### src/rtl/ipf_pkg.sv
// Shared types for the LCU stream source: parameter-word layout, FSM states and frame geometry.
package ipf_pkg;

  localparam int IMG_LOG = 7;
  localparam int LCU_PIX = 256;
  localparam int N_LCU   = 64;

  typedef struct packed {
    logic [1:0]  typ;
    logic [4:0]  band_pos;
    logic        wo_class;
    logic [15:0] offset;
  } ipf_param_t;

  typedef enum logic [2:0] {
    S_IDLE,
    S_PREF,
    S_RUN,
    S_DRAIN,
    S_DONE
  } lcu_state_e;

endpackage

### src/rtl/lcu_addr_gen.sv
// Issue counter for the LCU-order scan; derives the raster image address and the LCU index.
module lcu_addr_gen #(
  parameter int LCU_LOG  = 4,
  parameter int GRID_LOG = 3
) (
  input  logic                            clk_i,
  input  logic                            rst_n_i,
  input  logic                            clr_i,
  input  logic                            adv_i,
  output logic [2*(LCU_LOG+GRID_LOG)-1:0] mem_addr_o,
  output logic [2*GRID_LOG-1:0]           lcu_idx_o,
  output logic                            pix_first_o,
  output logic                            pix_last_o,
  output logic                            frame_last_o
);

  localparam int AW = 2 * (LCU_LOG + GRID_LOG);
  localparam int PW = 2 * LCU_LOG;

  logic [AW-1:0]       cnt_q, cnt_d;
  logic [LCU_LOG-1:0]  col, row;
  logic [GRID_LOG-1:0] lx, ly;

  // Counter runs {lcu_y, lcu_x, row, col}; the ROM wants {lcu_y, row, lcu_x, col}.
  assign col = cnt_q[LCU_LOG-1:0];
  assign row = cnt_q[PW-1:LCU_LOG];
  assign lx  = cnt_q[PW+GRID_LOG-1:PW];
  assign ly  = cnt_q[AW-1:PW+GRID_LOG];

  assign mem_addr_o   = {ly, row, lx, col};
  assign lcu_idx_o    = {ly, lx};
  assign pix_first_o  = (cnt_q[PW-1:0] == '0);
  assign pix_last_o   = &cnt_q[PW-1:0];
  assign frame_last_o = &cnt_q;

  always_comb begin
    cnt_d = cnt_q;
    if (clr_i)      cnt_d = '0;
    else if (adv_i) cnt_d = cnt_q + AW'(1);
  end

  always_ff @(posedge clk_i or negedge rst_n_i) begin
    if (!rst_n_i) cnt_q <= '0;
    else          cnt_q <= cnt_d;
  end

endmodule

### src/rtl/lcu_stream_src.sv
// Pixel-stream source for the IPF: LCU-order scan of the image ROM with per-LCU side-band.
// Optional build macro LCU_STREAM_CKSUM_EN adds the cksum_o running sum of presented pixels.
//   state   | meaning
//   S_IDLE  | wait for start_i
//   S_PREF  | fetch LCU 0 parameters (read cycle, then load cycle)
//   S_RUN   | one image read per unstalled cycle
//   S_DRAIN | last read issued, wait for it to leave the output stage
//   S_DONE  | one-cycle done_o pulse
module lcu_stream_src
  import ipf_pkg::*;
#(
  parameter int LCU_LOG  = 4,
  parameter int GRID_LOG = 3
) (
  input  logic                            clk_i,
  input  logic                            rst_n_i,
  input  logic                            start_i,
  input  logic                            busy_i,
  output logic [2*(LCU_LOG+GRID_LOG)-1:0] mem_addr_o,
  output logic                            mem_rd_o,
  input  logic [7:0]                      mem_rdata_i,
  output logic [2*GRID_LOG-1:0]           param_addr_o,
  output logic                            param_rd_o,
  input  logic [23:0]                     param_rdata_i,
  output logic                            in_en_o,
  output logic [7:0]                      din_o,
  output logic [1:0]                      ipf_type_o,
  output logic [4:0]                      ipf_band_pos_o,
  output logic                            ipf_wo_class_o,
  output logic [15:0]                     ipf_offset_o,
  output logic [GRID_LOG-1:0]             lcu_x_o,
  output logic [GRID_LOG-1:0]             lcu_y_o,
  output logic [1:0]                      lcu_size_o,
  output logic                            done_o
`ifdef LCU_STREAM_CKSUM_EN
  ,
  output logic [15:0]                     cksum_o
`endif
);

  localparam int GW = 2 * GRID_LOG;

  lcu_state_e     state_q, state_d;
  logic           pref_wait_q, pref_wait_d;
  logic           v1_q, v1_d;
  logic           sb_pend_q, sb_pend_d;
  logic           in_en_q, in_en_d;
  logic [7:0]     din_q, din_d;
  ipf_param_t     side_q, side_d, nxt_q, nxt_d;
  logic [GW-1:0]  side_idx_q, side_idx_d, nxt_idx_q, nxt_idx_d;
  logic           pcap_q, pcap_d;

  logic           issue, lookahead, pix_first, pix_last, frame_last;
  logic [GW-1:0]  lcu_idx, nxt_lcu;

  assign issue     = (state_q == S_RUN) && !busy_i;
  assign nxt_lcu   = lcu_idx + GW'(1);
  assign lookahead = issue && pix_first && !(&lcu_idx);

  lcu_addr_gen #(
    .LCU_LOG  (LCU_LOG),
    .GRID_LOG (GRID_LOG)
  ) u_addr_gen (
    .clk_i        (clk_i),
    .rst_n_i      (rst_n_i),
    .clr_i        ((state_q == S_IDLE) && start_i),
    .adv_i        (issue),
    .mem_addr_o   (mem_addr_o),
    .lcu_idx_o    (lcu_idx),
    .pix_first_o  (pix_first),
    .pix_last_o   (pix_last),
    .frame_last_o (frame_last)
  );

  always_comb begin
    state_d      = state_q;
    pref_wait_d  = 1'b0;
    v1_d         = v1_q;
    sb_pend_d    = sb_pend_q;
    in_en_d      = 1'b0;
    din_d        = din_q;
    side_d       = side_q;
    side_idx_d   = side_idx_q;
    nxt_d        = nxt_q;
    nxt_idx_d    = nxt_idx_q;
    pcap_d       = lookahead;
    param_rd_o   = 1'b0;
    param_addr_o = '0;

    case (state_q)
      S_IDLE: if (start_i) state_d = S_PREF;
      S_PREF: begin
        pref_wait_d = !pref_wait_q;
        if (!pref_wait_q) begin
          param_rd_o = 1'b1;
        end else begin
          side_d     = ipf_param_t'(param_rdata_i);
          side_idx_d = '0;
          state_d    = S_RUN;
        end
      end
      S_RUN: begin
        if (lookahead) begin
          param_rd_o   = 1'b1;
          param_addr_o = nxt_lcu;
        end
        if (issue && frame_last) state_d = S_DRAIN;
      end
      S_DRAIN: if (!v1_q) state_d = S_DONE;
      S_DONE:  state_d = S_IDLE;
      default: state_d = S_IDLE;
    endcase

    // Side-band switches with the last pixel of an LCU, except after the final LCU.
    if (!busy_i) begin
      din_d     = mem_rdata_i;
      in_en_d   = v1_q;
      v1_d      = issue;
      sb_pend_d = issue && pix_last && !(&lcu_idx);
      if (sb_pend_q) begin
        side_d     = nxt_q;
        side_idx_d = nxt_idx_q;
      end
    end
    if (lookahead) nxt_idx_d = nxt_lcu;
    if (pcap_q)    nxt_d     = ipf_param_t'(param_rdata_i);
  end

  always_ff @(posedge clk_i or negedge rst_n_i) begin
    if (!rst_n_i) begin
      state_q     <= S_IDLE;
      pref_wait_q <= 1'b0;
      v1_q        <= 1'b0;
      sb_pend_q   <= 1'b0;
      in_en_q     <= 1'b0;
      din_q       <= '0;
      side_q      <= '0;
      side_idx_q  <= '0;
      nxt_q       <= '0;
      nxt_idx_q   <= '0;
      pcap_q      <= 1'b0;
    end else begin
      state_q     <= state_d;
      pref_wait_q <= pref_wait_d;
      v1_q        <= v1_d;
      sb_pend_q   <= sb_pend_d;
      in_en_q     <= in_en_d;
      din_q       <= din_d;
      side_q      <= side_d;
      side_idx_q  <= side_idx_d;
      nxt_q       <= nxt_d;
      nxt_idx_q   <= nxt_idx_d;
      pcap_q      <= pcap_d;
    end
  end

  assign mem_rd_o       = issue;
  assign in_en_o        = in_en_q;
  assign din_o          = din_q;
  assign ipf_type_o     = side_q.typ;
  assign ipf_band_pos_o = side_q.band_pos;
  assign ipf_wo_class_o = side_q.wo_class;
  assign ipf_offset_o   = side_q.offset;
  assign lcu_x_o        = side_idx_q[GRID_LOG-1:0];
  assign lcu_y_o        = side_idx_q[GW-1:GRID_LOG];
  assign lcu_size_o     = 2'd0;
  assign done_o         = (state_q == S_DONE);

`ifdef LCU_STREAM_CKSUM_EN
  logic [15:0] cksum_q;

  always_ff @(posedge clk_i or negedge rst_n_i) begin
    if (!rst_n_i)                          cksum_q <= '0;
    else if ((state_q == S_IDLE) && start_i) cksum_q <= '0;
    else if (in_en_q)                      cksum_q <= cksum_q + {8'd0, din_q};
  end

  assign cksum_o = cksum_q;
`endif

endmodule

### config.mk
export PLATFORM = sky130hd
export DESIGN_NAME = lcu_stream_src
export DESIGN_NICKNAME = d
export VERILOG_FILES = /design/src/rtl/ipf_pkg.sv /design/src/rtl/lcu_addr_gen.sv /design/src/rtl/lcu_stream_src.sv
export SDC_FILE = /design/constraint.sdc
export NUM_CORES = 1
export LEC_CHECK = 0
export ABC_AREA = 0
export CAP_MARGIN = 20
export CORE_ASPECT_RATIO = 0.8
export CORE_MARGIN = 5
export CORE_UTILIZATION = 45
export CTS_CLUSTER_DIAMETER = 80
export DETAILED_ROUTE_END_ITERATION = 12
export HOLD_SLACK_MARGIN = 0.05
export PLACE_DENSITY = 0.82
export REMOVE_ABC_BUFFERS = 1
export SLEW_MARGIN = 25
export SYNTH_ARGS = -nofsm -noshare
export SYNTH_HDL_FRONTEND = slang
export SYNTH_SLANG_ARGS = --single-unit
export TNS_END_PERCENT = 5
### constraint.sdc
create_clock -name clk_i -period 2.5 [get_ports clk_i]
set_input_delay 0.375 -clock clk_i [delete_from_list [all_inputs] [get_ports clk_i]]
set_output_delay 0.375 -clock clk_i [all_outputs]
set_load 0.01 [all_outputs]
==> results.tsv <==
metric	value	unit
Util after Layout	0.648	
outcome	completed	
storage element area	2250	µm²
final layout net count	511	
setup_tns	0	ns
Tcrit/Tclk final	0.980	
Rel. slew slack	0.597	
Starting Density	0.465	
non-filler instance count after layout	589	
Setup Skew	0.00897	ns
pin count of the biggest net entering global routing	55	
pins over their slew limit	0	
Remaining Overflow, GRT	0	
reg-to-reg critical path startpoint	state_q[2]	
routability cong.	0.859	
Cell Area, Synth	3980	µm²
total wire length	9480	µm
Post-Syn Instances	350	
vias in the first global route	3120	
DP Worst Slack	-0.129	ns
die width	115	µm
total CTS buffers	9	
startpoint types	input port	
Worst EP arrival	2.07	ns
CTS root buffer	clkbuf_8	
PortBufs	97	
CP max stage cell	clkdlybuf4s50_1	
Vias	3101	
Leak	2.34	nW
Worst-path clk slew	0.09	ns
CP peak stage delay	0.55	ns
Worst path top cell family by delay	buffers and inverters	
Seq/Total Area, Yosys	0.566	
WP buf/inv	4	
num ports	100	
Core ar.	8560	µm²
# diodes	0	
min-delay worst type	flop to flop	
CTS max path bufs	2	
placed inst area	5270	µm²
post-DR vias/cell	5.26	
drt wl/cell	16.1	µm
most frequent CP cell	clkdlybuf4s50_1	
Final Hold Fails	0	
hold_sp	nxt_q[20]	
#FFs+latches synth	90	
Detail Route Antenna Nets	0	
CTS tree	done	
DRC	0	
max_cap viols	0	
Avg Inst Size Synth	11.4	µm²
clk_lat worst skew	0.34	ns
PD cells	904	nW/µm²
row cnt	30	
antenna violations before repair	0	
Filler cells	686	
share of layout cells above drive strength 1	0.212	
area of the multi-input gates	1650	µm²
critical path cell sequence	clkdlybuf4s50_1 -> nor4b_4 -> buf_6 -> buf_4 -> clkdlybuf4s50_1	
critical path type	input port to output pin	
CP startpoint	busy_i	
chip height	94.1	µm
hpwl dp	6770	µm
Area Overhead vs Synth	39.5	%
VDD IR max	0.540	mV
fin crit period	2.45	ns
Worst Path Required	2.12	ns
Syn. warnings	0	
die area	10800	µm²
first-pass GRT wire length	15600	µm
Final Cell Area	5550	µm²
final setup margin	0.0507	ns
Setup crit end kind	output pin	
setup violators final	0	
drt pass-1 iters	4	
H-tree Lvls	3	
clk sinks	90	
GRT Total Usage	0.182	
worst slew pin tran	0.604	ns
placed cell count	570	
1st-iter DRT viols	117	
Max Freq	408	MHz
Critical Path Fanout Max	9	
Netlist cell types	39	
==> cells by family (layout without fill, tap and decap cells) <==
family	count (synthesis)	count (layout)	synth area share
DFF	90	90	0.566
buffers and inverters	29	155	0.0327
AOI/OAI and AO/OA	53	53	0.0765
xor gates and xnor gates	14	14	0.0308
muxes	57	57	0.154
other	1	2	0.000943
adders and majority gates	3	3	0.00944
and+or+nand+nor	103	103	0.129
==> worst paths after layout <==
kind,to,slack [ns],cells past startpoint
hold / removal,ipf_band_pos_o[3],0.48,2
min in group asynchronous,u_addr_gen.cnt_q[1],0.59,2
max in group asynchronous,side_idx_q[1],1.26,3
hold reg to reg,ipf_band_pos_o[3],0.48,2
setup / recovery,mem_rd_o,0.05,5
setup reg to reg,state_q[0],0.46,6
==> routing by layer <==
| layer | share of wire | GRT usage | up-vias | routed length (µm) |
|---|---|---|---|---|
| met5 | 0 | 0 | - | 0 |
| met4 | 0.012 | 0.0518 | 0 | 116 |
| met3 | 0.067 | 0.0431 | 11 | 635 |
| met2 | 0.48 | 0.285 | 102 | 4580 |
| met1 | 0.44 | 0.252 | 1532 | 4150 |
| li1 | - | - | 1456 | - |
==> cells in the final DEF (no fill, tap or decap), types with 4 or more instances in the layout <==
cell type        count
dfrtp_1             90
clkdlybuf4s50_1     89
nand2_1             44
o21ai_0             37
mux2_2              33
buf_4               32
mux2i_1             24
nor2_1              17
clkbuf_8             9
xor2_1               8
inv_1                6
xnor2_1              6
nand4_1              6
a21oi_1              6
nand3_1              5
nor4_1               4
a21o_1               4
==> power by group <==
| group | internal [W] | switching [W] |
|---|---|---|
| clock network | 0.000570 | 0.000513 |
| logic | 0.00100 | 0.000745 |
| registers | 0.00192 | 0.000264 |
==> per-stage QoR <==
step                hold WS (ns)  total power, W
finish                     0.484         0.00501
CTS                        0.485         0.00506
global route               0.514         0.00532
global placement           0.413         0.00386
floorplan                 0.0794         0.00304
detailed placement         0.420         0.00396
==> final cells by class <==
class | count | area share
clock buffer | 9 | 0.0223
tap | 112 | 0.0253
clock inverter | 7 | 0.0178
multi-input combinational | 232 | 0.298
sequential | 90 | 0.406
timing repair buffer | 132 | 0.226
inverter | 7 | 0.00474
==> Yosys cell counts <==
library cell	n	area (µm²)
nand2b_1	1	6.26
nand3_1	6	30.0
nor3_1	4	20.0
a21o_1	4	30.0
and2_1	2	12.5
o211ai_1	1	7.51
xnor2_1	6	52.6
mux2_2	33	372
nor4b_4	1	23.8
clkbuf_1	14	52.6
ha_1	3	37.5
nor2b_1	2	12.5
nor3b_1	1	7.51
nand4_1	6	37.5
xor2_1	8	70.1
or3_1	2	12.5
o311a_1	1	10.0
or2_2	2	12.5
inv_1	7	26.3
nor4b_1	4	35.0
nor4_1	4	25.0
buf_6	1	11.3
nand2_1	44	165
or4_4	1	11.3
a2111oi_0	1	8.76
o2111ai_2	1	15.0
a21oi_1	6	30.0
and4_1	1	8.76
o21ai_0	37	185
nand4b_1	1	8.76
nand3b_1	1	7.51
dfrtp_1	90	2250
nor2_1	19	71.3
mux2i_1	24	240
a211o_1	2	17.5
buf_2	5	25.0
conb_1	1	3.75
and3_1	1	6.26
buf_4	2	15.0
==> state kept, by name, summed over array words and instances (netlist names) <==
signal	count
nxt_q	24
ipf_offset_o	16
u_addr_gen.cnt_q	14
din_o	8
nxt_idx_q	6
side_idx_q	6
ipf_band_pos_o	5
state_q	3
ipf_type_o	2
in_en_o	1
ipf_wo_class_o	1
pcap_q	1
pref_wait_q	1
sb_pend_q	1
v1_q	1
==> worst min-delay path, delay by kind of cell, from the launching register on <==
| kind | cells | cell delay [ns] |
|---|---|---|
| AO/OA/AOI/OAI | 1 | 0.06 |
| flip-flops | 1 | 0.35 |
| AND/OR/NAND/NOR | 1 | 0.05 |
==> repair_timing <==
| item | 4_1_cts | 5_1_grt |
|---|---|---|
| hold buffers | 1 | 0 |
| setup endpoints to repair | 7 | 6 |
| gates resized for setup | 13 | 10 |
| pin swaps | 0 | 2 |
| endpoints found under the hold margin | 45 | 0 |
| cloned | 0 | 0 |
| buffers inserted | 0 | 2 |
Note: power is estimated with default switching activity, not from simulation.
==> RTL change 1, RTL diff (config.mk and constraints unchanged) <==
Encoding of `lcu_state_e`: now one-hot (5 bits for 5 states).
--- a/src/rtl/ipf_pkg.sv
+++ b/src/rtl/ipf_pkg.sv
@@ -13,10 +13,10 @@
   } ipf_param_t;
 
-  typedef enum logic [2:0] {
-    S_IDLE,
-    S_PREF,
-    S_RUN,
-    S_DRAIN,
-    S_DONE
+  typedef enum logic [4:0] {
+    S_IDLE  = 5'b00001,
+    S_PREF  = 5'b00010,
+    S_RUN   = 5'b00100,
+    S_DRAIN = 5'b01000,
+    S_DONE  = 5'b10000
   } lcu_state_e;
 
Check against the original RTL: same outputs for any inputs over 10 cycles, from zero or initial values and one cycle with rst_n_i low; not proved beyond that.
==> RTL change 1 against the unedited design <==
Total power decreased by 12%. Hold slack improved by 0.0050 ns. Worst setup slack got worse by 0.021 ns. Synthesized area rose by 2.9%. Sequential cell count is 2 higher. Routed wire length rose by 6.6%. Sequential power is 9.2% lower. Combinational power fell by 34%. Design area grew 2.2%.
==> RTL change 1: results (changes against the unedited design) <==
[worst_setup_path]
arrival_ns=2.09  ; +0.02 ns
r2r_start=state_q[3]
startpoint=u_addr_gen.cnt_q[8]
worstPathMaxFanout=7  ; -2

[min_path]
hold_start=v1_q

[grt]
track_usage_pct=19.3  ; +1.1 points
grt_max_degree=46  ; -16%
grt_pass1_vias=3555  ; +14%
grt_pass1_wl_um=17000  ; +8.5%

[synthesis]
post_synth_num_cell_types=42  ; +7.7%
synth_seq_area_share_pct=56.3  ; -0.36 points
synth_flop_cell=dfrtp_1
ys_top_cells_by_area=dfrtp_1, mux2_2, a21oi_1, nand2_1, nor2_1
syn_avg_cell_area_um2=10.5  ; -7.9%
synth_common_cells=dfrtp_1, a21oi_1, nand2_1

[route]
wl_per_cell_um=16.0  ; -0.37%
vias_per_cell=5.34  ; +1.4%
vias=3362  ; +8.4%
drtIter0Drc=264  ; +130%

[clocking]
cts-root-buf=clkbuf_16
path_clk_slew_ns=0.07  ; -0.02 ns

[placed_design]
dp_hpwl_um=7180  ; +6.1%
gp_congestion=0.810  ; -5.7%
placedCellCount=613  ; +7.5%

[pwr]
p_leak_nw=2.65  ; +13%
peakVddDrop_uv=408  ; -24%

[finish]
fin_nets=549  ; +7.4%
drive_gt1_share_pct=19.8  ; -1.4 points
n_fill_cell=766  ; +12%

[sta]
tightest_slew_ns=0.572  ; -0.0314 ns
clock-skew-final_ns=0.00910  ; +0.000131 ns

[status]
status=completed

## RTL change 1: final timing paths
| path | to | slack [ns] | depth (start not counted) |
|---|---|---|---|
| worst max-delay path | param_rd_o | 0.03 | 6 |
| worst min-delay path | state_q[4] | 0.49 | 1 |
| worst max register to register | ipf_offset_o[12] | 0.41 | 6 |
| worst min register to register | state_q[4] | 0.49 | 1 |
| max in group asynchronous | state_q[0] | 1.17 | 3 |
| min in group asynchronous | u_addr_gen.cnt_q[3] | 0.57 | 2 |
## RTL change 1: routing by layer
layer  global-route usage (%)  vias to the layer above  part of all wire (%)
met1                     25.9                     1652                    44
li1                         -                     1589                     -
met5                        0                        -                     0
met2                     31.6                      109                    49
met4                     4.20                        0                   1.0
met3                     5.39                       12                   6.5
## RTL change 1: cell type report
cell class / instances / share of cell area (%)
Sequential cell: 92 / 40.6
Inverter: 8 / 0.530
Clock inverter: 4 / 0.596
Multi-Input combinational cell: 267 / 29.6
Clock buffer: 12 / 4.52
Tap cell: 115 / 2.54
Timing Repair Buffer: 132 / 21.6
## RTL change 1: per-stage QoR
step / worst slack (ns) / hold WS [ns] / cell area [µm²] / power [mW] / TNS, ns
global placement: -0.0912 / 0.402 / 5380 / 3.11 / -0.362
global route: -0.0690 / 0.516 / 5670 / 4.67 / -0.128
floorplan: -0.551 / 0.0794 / 3990 / 2.46 / -16.07
finish: 0.0301 / 0.489 / 5670 / 4.41 / 0
CTS: -0.00278 / 0.496 / 5680 / 4.47 / -0.00278
detailed placement: -0.0922 / 0.407 / 5380 / 3.17 / -0.414
## RTL change 1: timing repair
action                     in CTS  in global routing
setup buffers                   0                  0
pin swaps                       1                  0
gates resized for setup        13                  8
hold buffers                    1                  0
hold endpoints to repair        8                  0
setup endpoints to repair       7                  6
## RTL change 1: kinds of logic after synthesis
group                      Yosys count  share of synthesized area [%]
adders and majority gates            3                          0.917
DFF                                 92                           56.3
xor gates and xnor gates            12                           2.57
buffers and inverters               33                           3.39
AOI/OAI and AO/OA                   75                           9.97
other                                1                         0.0916
muxes                               36                           9.84
and+or+nand+nor                    139                           16.9
## RTL change 1: worst max-delay path, stage by stage (launching register included)
cell and delay [ns]:
dfrtp_1 0.39, ha_1 0.23, and3_1 0.18, and3_1 0.20, or3_4 0.39, o21ai_0 0.11
clkdlybuf4s15_1 0.26
## RTL change 1: where the power goes
| group | internal [mW] | switching, mW |
|---|---|---|
| Sequential | 1.80 | 0.176 |
| Combinational | 0.661 | 0.497 |
| Clock | 0.734 | 0.542 |
| Total | 3.19 | 1.21 |
==> RTL change 2, RTL diff (same settings) <==
Without the edit above. Build with the macro `LCU_STREAM_CKSUM_EN` defined.
--- a/src/rtl/lcu_stream_src.sv
+++ b/src/rtl/lcu_stream_src.sv
@@ -7,4 +7,6 @@
 //   S_DRAIN | last read issued, wait for it to leave the output stage
 //   S_DONE  | one-cycle done_o pulse
+`define LCU_STREAM_CKSUM_EN
+
 module lcu_stream_src
   import ipf_pkg::*;
Formal check against the unedited RTL (old outputs only; new: cksum_o): equivalent (equiv_simple and equiv_induct, registers matched by name and starting in step).
==> RTL change 2 against the unedited design <==
Sequential cell count increased by 16. Synthesized cell count rose by 29%. Design area up 22%. Clock skew is 0.00081 ns lower. Sequential power is 10% higher. Routed wire length is 23% higher. Worst setup slack better by 0.037 ns. Die area grew 23%. Critical path depth grew 2. Critical endpoint is now param_addr_o[0]. Synthesized area increased by 25%. Total power up 9.9%.
==> RTL change 2: results (changes against the unedited design) <==
[status]
status=completed

[min_path]
min_path_type=in -> async

[route]
drtIter0Drc=170  ; +45%
wl_per_cell_um=15.8  ; -1.8%
drtPass1Iterations=4  ; unchanged
vias=3803  ; +23%

[finish]
drive_gt1_share_pct=16.9  ; -4.3 points
largest_reg_flops=24  ; unchanged
regMostFlops=nxt_q
fin_nets=635  ; +24%
n_antenna_cell=0  ; unchanged
n_fill_cell=861  ; +26%
stdcell_count=736  ; +25%

[pwr]
p_leak_nw=2.93  ; +25%
peakVddDrop_uv=488  ; -9.7%

[synthesis]
synth_common_cells=dfrtp_1, nand2_1, o21ai_0
synth_seq_area_share_pct=53.3  ; -3.3 points
yosysWarnings=0  ; unchanged
post_synth_num_cell_types=52  ; +33%
synthArstFlopShare_pct=100  ; unchanged
postSynthCellCount=452  ; +29%
synth_flop_cell=dfrtp_1
ys_top_cells_by_area=dfrtp_1, mux2_2, mux2i_1, nand2_1, o21ai_0

[worst_setup_path]
arrival_ns=2.04  ; -0.03 ns
critPathSlowestCell=or4b_4
cpLargestDelayFamily=simple AND/OR/NAND/NOR gates
worstPathMaxFanout=10  ; +1
cpPeakStageDelay_ns=0.55  ; about the same

[clocking]
cts.path.max_buffers=2  ; unchanged
htree_levels=3  ; unchanged
cts-root-buf=clkbuf_16
path_clk_slew_ns=0.07  ; -0.02 ns
postCtsSetupBuffers=0  ; unchanged
insertion_delay_ns=0.34  ; about the same
cts_buffers=9  ; unchanged

[placed_design]
io_buffers=113  ; +16%
post_dp_cell_area_um2=6460  ; +23%
pre_cts_slack_ns=-0.561  ; -0.432 ns
gp_congestion=0.841  ; -2.1%
placedCellCount=720  ; +26%
dp_hpwl_um=8470  ; +25%

[grt]
track_usage_pct=17.8  ; -0.34 points
grt_max_degree=58  ; +5.5%
grt_pass1_wl_um=19500  ; +25%
grt_antenna_before_repair=0  ; unchanged
grt_pass1_vias=4073  ; +31%

[sta]
tightest_slew_ns=0.670  ; +0.0662 ns
clock-skew-final_ns=0.00816  ; -0.000810 ns

==> RTL change 2: what timing repair did <==
item / 4_1_cts / 5_1_grt
hold buffers: 0 / 0
gates resized for setup: 26 / 8
setup endpoints to repair: 8 / 6
pin swaps: 1 / 4
==> RTL change 2: path summary, 6_finish.rpt <==
path / from / end / slack (ns) / cells past startpoint
setup reg to reg: din_o[0] / cksum_o[14] / 0.13 / 7
max in group asynchronous: rst_n_i / ipf_offset_o[5] / 1.70 / 2
setup / recovery: state_q[0] / param_addr_o[0] / 0.09 / 7
hold reg to reg: pref_wait_q / pref_wait_q / 0.45 / 1
hold / removal: rst_n_i / din_o[7] / 0.07 / 1
min in group clk_i: pref_wait_q / pref_wait_q / 0.45 / 1
==> RTL change 2: logic make-up (layout without fill, tap and decap cells) <==
family                     after synthesis  in the layout  synth area share, %
and+or+nand+nor                        142            142                 14.6
DFF                                    106            106                 53.3
AOI/OAI and AO/OA                       77             77                 9.24
muxes                                   58             58                 12.5
buffers and inverters                   34            173                 3.25
xor gates and xnor gates                22             22                 3.88
adders and majority gates               12             12                 3.17
other                                    1              2               0.0754
==> RTL change 2: final cells by class <==
class	instances	area, µm²	area share (%)
multi-input combinational	313	2190	32.5
clock buffer	11	233	3.45
inverter	12	50.0	0.742
sequential	106	2650	39.3
tap	144	180	2.67
timing repair buffer	145	1400	20.7
clock inverter	5	37.5	0.556
==> RTL change 2: layer usage <==
layer  GRT usage [%]  up-vias  part of all wire [%]
li1                -     1836                     -
met1            23.4     1865                    45
met2            29.7       94                    48
met3            4.72        8                   5.8
met4            3.83        0                  0.75
met5               0        -                     0
==> RTL change 2: power breakdown <==
group	total (mW)	internal, mW	switching [mW]
clock network	1.30	0.682	0.618
registers	2.40	2.11	0.288
logic	1.81	0.995	0.813
